$ cat config.mk
export PLATFORM = sky130hd
export DESIGN_NAME = seq_mult_32_bit
export DESIGN_NICKNAME = d
export VERILOG_FILES = /design/src/rtl/seq_mult_32_bit.sv
export SDC_FILE = /design/constraint.sdc
export NUM_CORES = 1
export LEC_CHECK = 0
export BUFFER_PORTS_ARGS = -buffer_cell sky130_fd_sc_hd__clkbuf_2
export CORE_ASPECT_RATIO = 0.9
export CORE_MARGIN = 2
export CORE_UTILIZATION = 38
export CTS_BUF_LIST = sky130_fd_sc_hd__clkbuf_8
export DETAILED_ROUTE_END_ITERATION = 8
export PLACE_DENSITY = 0.71
export SLEW_MARGIN = 10
export SYNTH_ARGS = -nofsm -noshare
export SYNTH_HDL_FRONTEND = slang
export SYNTH_SLANG_ARGS = --single-unit
$ cat constraint.sdc
create_clock -name clk -period 4.4 [get_ports clk]
set_input_delay 0.44 -clock clk [delete_from_list [all_inputs] [get_ports clk]]
set_output_delay 0.44 -clock clk [all_outputs]
set_load 0.01 [all_outputs]
$ cat src/rtl/seq_mult_32_bit.sv
// seq_mult_32_bit
// Iterative shift-and-add WIDTH x WIDTH -> 2*WIDTH multiplier. The adder is
// external and shared: this block drives its operands each RUN cycle and
// folds the returned sum/carry into the product register.
// Optional signed mode is enabled by defining SEQ_MULT_SIGNED_EN: it adds an
// is_signed input and a one-cycle NEG state that applies the result sign.
module seq_mult_32_bit #(
  parameter int WIDTH = 32,
  parameter int CNT_W = 6
) (
  input  logic               clk,
  input  logic               rst_n,
  input  logic               start,
  input  logic [WIDTH-1:0]   op_a,
  input  logic [WIDTH-1:0]   op_b,
`ifdef SEQ_MULT_SIGNED_EN
  input  logic               is_signed,
`endif
  output logic               busy,
  output logic [2*WIDTH-1:0] prod,
  output logic               out_valid,
  input  logic               out_ready,
  output logic [WIDTH-1:0]   add_a,
  output logic [WIDTH-1:0]   add_b,
  output logic               add_cin,
  input  logic [WIDTH-1:0]   add_sum,
  input  logic               add_cout
);

`ifdef SEQ_MULT_SIGNED_EN
  typedef enum logic [1:0] {IDLE, RUN, DONE, NEG} state_t;
`else
  typedef enum logic [1:0] {IDLE, RUN, DONE} state_t;
`endif

  state_t             state_reg, state_next;
  logic [CNT_W-1:0]   cnt_reg, cnt_next;
  logic [2*WIDTH-1:0] p_reg, p_next;
  logic [WIDTH-1:0]   m_reg, m_next;
  logic [WIDTH-1:0]   mag_a, mag_b;
  logic               last_iter;

`ifdef SEQ_MULT_SIGNED_EN
  logic sign_reg, sign_next;
  logic smode_reg, smode_next;

  // Operand magnitudes for signed capture; the negate is local, not the shared adder
  always_comb begin
    mag_a = op_a;
    mag_b = op_b;
    if (is_signed && op_a[WIDTH-1]) mag_a = ~op_a + WIDTH'(1);
    if (is_signed && op_b[WIDTH-1]) mag_b = ~op_b + WIDTH'(1);
  end
`else
  assign mag_a = op_a;
  assign mag_b = op_b;
`endif

  // Final RUN edge is the one where the counter has already seen WIDTH-1 steps
  assign last_iter = (cnt_reg == CNT_W'(WIDTH - 1));

  // State, counter, product and multiplicand registers
  always_ff @(posedge clk or negedge rst_n) begin
    if (!rst_n) begin
      state_reg <= IDLE;
      cnt_reg   <= '0;
      p_reg     <= '0;
      m_reg     <= '0;
`ifdef SEQ_MULT_SIGNED_EN
      sign_reg  <= 1'b0;
      smode_reg <= 1'b0;
`endif
    end else begin
      state_reg <= state_next;
      cnt_reg   <= cnt_next;
      p_reg     <= p_next;
      m_reg     <= m_next;
`ifdef SEQ_MULT_SIGNED_EN
      sign_reg  <= sign_next;
      smode_reg <= smode_next;
`endif
    end
  end

  // Next-state logic, adder drive and output decode
  always_comb begin
    state_next = state_reg;
    cnt_next   = cnt_reg;
    p_next     = p_reg;
    m_next     = m_reg;
`ifdef SEQ_MULT_SIGNED_EN
    sign_next  = sign_reg;
    smode_next = smode_reg;
`endif
    busy       = (state_reg != IDLE);
    out_valid  = 1'b0;
    prod       = '0;
    add_a      = '0;
    add_b      = '0;
    add_cin    = 1'b0;

    case (state_reg)
      IDLE: begin
        if (start) begin
          m_next     = mag_a;
          p_next     = {{WIDTH{1'b0}}, mag_b};
          cnt_next   = '0;
          state_next = RUN;
`ifdef SEQ_MULT_SIGNED_EN
          smode_next = is_signed;
          sign_next  = is_signed & (op_a[WIDTH-1] ^ op_b[WIDTH-1]);
`endif
        end
      end

      RUN: begin
        // Upper half plus (multiplicand if current multiplier bit set)
        add_a    = p_reg[2*WIDTH-1:WIDTH];
        add_b    = p_reg[0] ? m_reg : '0;
        // Shift {carry, sum, lower half} right by one into P
        p_next   = {add_cout, add_sum, p_reg[WIDTH-1:1]};
        cnt_next = cnt_reg + CNT_W'(1);
        if (last_iter) begin
`ifdef SEQ_MULT_SIGNED_EN
          state_next = smode_reg ? NEG : DONE;
`else
          state_next = DONE;
`endif
        end
      end

`ifdef SEQ_MULT_SIGNED_EN
      NEG: begin
        // Always one cycle so signed latency does not depend on the sign
        if (sign_reg) p_next = ~p_reg + (2*WIDTH)'(1);
        state_next = DONE;
      end
`endif

      DONE: begin
        out_valid = 1'b1;
        prod      = p_reg;
        if (out_ready) state_next = IDLE;
      end

      default: begin
        state_next = IDLE;
      end
    endcase
  end

endmodule

Yosys cells after proc, flatten, opt, wreduce, memory -nomap -nowiden

Index checks and enable logic that the tools add are counted.

Register bits: 104
Input port bits: 101
Output and inout bits: 131
Word-level logic and storage cells: 30

Add/subtract/negate cells: 1
Equal/unequal tests: 6
Mux-type cells: 13
Reductions and logical operators: 6

Operator list:

| cell                  | count |
|---|---|
| $mux W64              | 2 |
| $pmux W64 S2          | 1 |
| $mux W32              | 3 |
| $pmux W6 S2           | 1 |
| $add A6 B1 Y6 const B | 1 |
| $eq A6 B5 Y1 const B  | 1 |
| $mux W2               | 3 |
| $mux W6               | 1 |
| $ne A2 B2 Y1 const B  | 3 |
| $pmux W2 S3           | 1 |
| $reduce_and A2 Y1     | 2 |
| $reduce_bool A2 Y1    | 2 |
| $reduce_and A3 Y1     | 1 |
| $eq A2 B1 Y1 const B  | 1 |
| $eq A2 B2 Y1 const B  | 1 |
| $logic_not A2 Y1      | 1 |
| $mux W1               | 1 |

Depth between registers and ports, before layout

Depth in word-level cells: 3
Gate-level depth with buffers: 6
Gate-level depth less buffers: 4

Least setup slack after synthesis

Ideal clock, no wire load.

Path type: register to output
From: reg state_reg[1]
To: out add_a[0]
Arrival time: 1.172 ns
Setup slack: 2.788 ns
Cell stages (with the launch flop): 5
Cells stage by stage: dfrtp_1 > and2b_1 > buf_2 > clkbuf_1 > and2_1

Cells in the longest elaborated chain, start to end: 2

RTL lines:

| item                     | RTL line | text |
|---|---|---|
| start: declaration       | 36       | `state_t state_reg, state_next;` |
| start signal: assignment | 74       | `state_reg <= state_next;` |
| $eq A2 B1 Y1             | 102      | `case (state_reg)` |
| $mux W32                 | 102      |  |
| end: declaration         | 23       | `output logic [WIDTH-1:0] add_a,` |

No other way between the ends.

Worst setup path after layout

From: reg state_reg[1]
To: out add_b[11]

Cells in the longest elaborated chain, start to end: 2

RTL lines:

| item             | RTL line | text |
|---|---|---|
| $eq A2 B1 Y1     | 102      |  |
| $mux W32         | 102      |  |
| end: declaration | 24       | `output logic [WIDTH-1:0] add_b,` |

No other way between the ends.

==> flow_summary_export.csv <==
group,metric,value,unit
final_layout,layout-drive-gt1-share,0.373,
floorplan,rows,41,
worst_setup_path,required,3.96,ns
timing,finalHoldViolCount,0,
timing,setup_tns,0,ns
run_status,status,"finished clean",
clock_tree,cts_tree,"built",
place,pre_cts_ws,1.78,ns
timing,fin_crit,3.05,ns
detailed_routing,wl,14.4,mm
final_layout,final_cell_mix,"clkbuf_2, dfrtp_1, and2_1, nand2_1, o21ai_0",
detailed_routing,avgViaCountPerCell,4.86,
final_layout,nets,875,
clock_tree,clkLatencyLatePin,0.38,ns
detailed_routing,dr.pass1.iters,5,
place,gp_congestion,0.782,
clock_tree,cts_setup_buffers,0,
timing,worst_slew_pin_slew,1.12,ns
power_and_ir_drop,power_frac_comb,0.401,
synthesis,syn_area,5450,um^2
final_layout,area_delta_synth_final,24.7,%
power_and_ir_drop,p_int,0.00233,W
run,maxCapViolCount,0,
synthesis,synth_seq_cells,104,
worst_setup_path,r2r-start,"state_reg[1]$_DFFE_PN0P_",
timing,rsz0062_at_grt,"no",
power_and_ir_drop,switchingPower,0.00145,W
place,port-buffer-count,230,
synthesis,async_flop_share,1.00,
power_and_ir_drop,power.switching_fraction,0.384,
synthesis,ys_types,36,
min_path,hold_class,"in2async",
floorplan,start_util,0.389,
clock_tree,clk_pin_slew,0.10,ns
floorplan,io_pins,232,
clock_tree,cts-htree-levels,3,
clock_tree,cts_buffers,9,
clock_tree,cts.repair.resized,0,
timing,fmax,328,MHz
clock_tree,root_buffer,"clkbuf_8",
synthesis,syn-instance-count,573,
global_routing,gr-total-overflow,0,
final_layout,final_common_cell,"clkbuf_2",
detailed_routing,vias,4717,
synthesis,synth_seq_area_share,0.477,
floorplan,die_w,130,um
synthesis,yosys_warnings,0,
global_routing,grt_pass1_wl,23.6,mm
global_routing,antenna_found_initial,0,
synthesis,ys.flop_type,"dfrtp_1",
timing,postLayoutSetupSlackWorst,1.35,ns
worst_setup_path,crit_type,"reg2out",
power_and_ir_drop,seq_power_share,0.454,
clock_tree,clockBufferDepth,2,
detailed_routing,drt_iter0_drc,262,
clock_tree,postCtsHoldBufs,0,
timing,max_slew_margin,0.255,
detailed_routing,final_antenna_net_count,0,
power_and_ir_drop,p_per_area,557,nW/um^2
detailed_routing,wl_per_cell,14.9,um
timing,final_max_slew_viol_count,0,
final_layout,num_antenna_cells,0,
place,dpl.hpwl,9.67,mm
synthesis,syn-num-nets,675,
power_and_ir_drop,clkPwrFrac,0.146,
global_routing,grt_max_degree,107,
worst_setup_path,cp-start-kind,"register",
worst_setup_path,timing.rr.end,"p_reg[2]$_DFFE_PN0P_",
synthesis,avgSynthCellArea,9.52,um^2
worst_setup_path,reg2reg_slack,2.04,ns
global_routing,grt_usage,0.193,
power_and_ir_drop,p_leak,3.50,nW
floorplan,core_area,14000,um^2
detailed_routing,drc,0,
worst_setup_path,endpoint_kind,"output port",
timing,clock_skew,0.00770,ns
worst_setup_path,critPathMaxFanout,106,
clock_tree,clkSinkCount,104,
synthesis,synth-edff-count,0,
power_and_ir_drop,ir_drop,0.287,mV
floorplan,dieArea,15300,um^2
timing,finalSetupViolCount,0,
final_layout,nFillCells,1373,
worst_setup_path,worstPathArrival,2.61,ns
global_routing,grt_pass1_vias,4618,
floorplan,chipHeight,118,um
timing,finalCritPeriodShare,0.692,
worst_setup_path,r2r_cells,4,
final_layout,largest_reg_flops,64,
## cells by family (layout without fill, tap and decap cells)
logic type	count (synthesis)	after routing	synth area share
DFF	104	104	0.477
adders and majority gates	1	1	0.00229
xor gates and xnor gates	1	1	0.00161
AOI/OAI and AO/OA	134	134	0.139
muxes	34	34	0.0700
and+or+nand+nor	247	247	0.253
other	1	1	0.000688
buffers and inverters	51	255	0.0560
## metrics by stage
step                total power [W]   util  hold slack (ns)  area [um^2]  instances
floorplan                   0.00273      -            0.144         5450        573
global placement            0.00324  0.473            0.463         6630        955
detailed placement          0.00327  0.473            0.475         6630        955
CTS                         0.00384  0.485            0.193         6800        970
global route                0.00413  0.485            0.212         6800        970
finish                      0.00379  0.485            0.159         6800        970
## critical path: stages (launching register included)
cell and delay (ns):
dfrtp_1 0.64, and2b_4 1.05, and3_1 0.29, clkbuf_2 0.14
## cells in the mapped netlist, types with 3 or more instances
master      n  area (um^2)
a21oi_1    33          165
a22oi_1    31          233
and2_1     96          601
and2b_1     3         22.5
and3_1     32          200
buf_2      13         65.1
buf_6       5         56.3
clkbuf_1   20         75.1
clkbuf_2    7         35.0
dfrtp_1   104         2600
mux2_2     31          349
nand2_1    72          270
nand3_1     4         20.0
nor2b_1    31          194
o21ai_0    62          310
o21ai_1     4         20.0
## per-layer routing
metal / wire [um] / track usage / up-vias
met5: 0 / 0 / -
met4: 209 / 0.0470 / 0
met3: 715 / 0.0473 / 15
met2: 6880 / 0.304 / 133
met1: 6630 / 0.266 / 2244
li1: - / - / 2325
## layout make-up
cell class	instances	area, um^2	share of cell area
flip-flops and latches	104	2600	0.383
multi-input cells	418	2560	0.376
clock inverters	4	21.3	0.00313
well taps	193	241	0.0355
clock buffers	11	151	0.0223
inverters	1	3.75	0.000552
repair buffers	239	1220	0.180
## how the worst max path moves through the flow
stage,start,endpoint,depth (start not counted)
after floorplan,state_reg[1]$_DFFE_PN0P_,add_a[0],4
after global placement,state_reg[1]$_DFFE_PN0P_,add_b[11],3
after detailed placement,state_reg[1]$_DFFE_PN0P_,add_b[19],3
after CTS,state_reg[1]$_DFFE_PN0P_,add_b[19],3
after global routing,state_reg[1]$_DFFE_PN0P_,add_b[6],3
final,state_reg[1]$_DFFE_PN0P_,add_b[11],3
## power by group through the flow
stage	Sequential [W]	Combinational, W	Clock (W)
4_1_cts	0.00172	0.00154	0.000575
2_1_floorplan	0.00158	0.00115	0
3_3_place_gp	0.00173	0.00151	0
6_report	0.00172	0.00152	0.000551
5_1_grt	0.00179	0.00173	0.000611
3_5_place_dp	0.00173	0.00154	0
(Power assumes the default switching activity.)
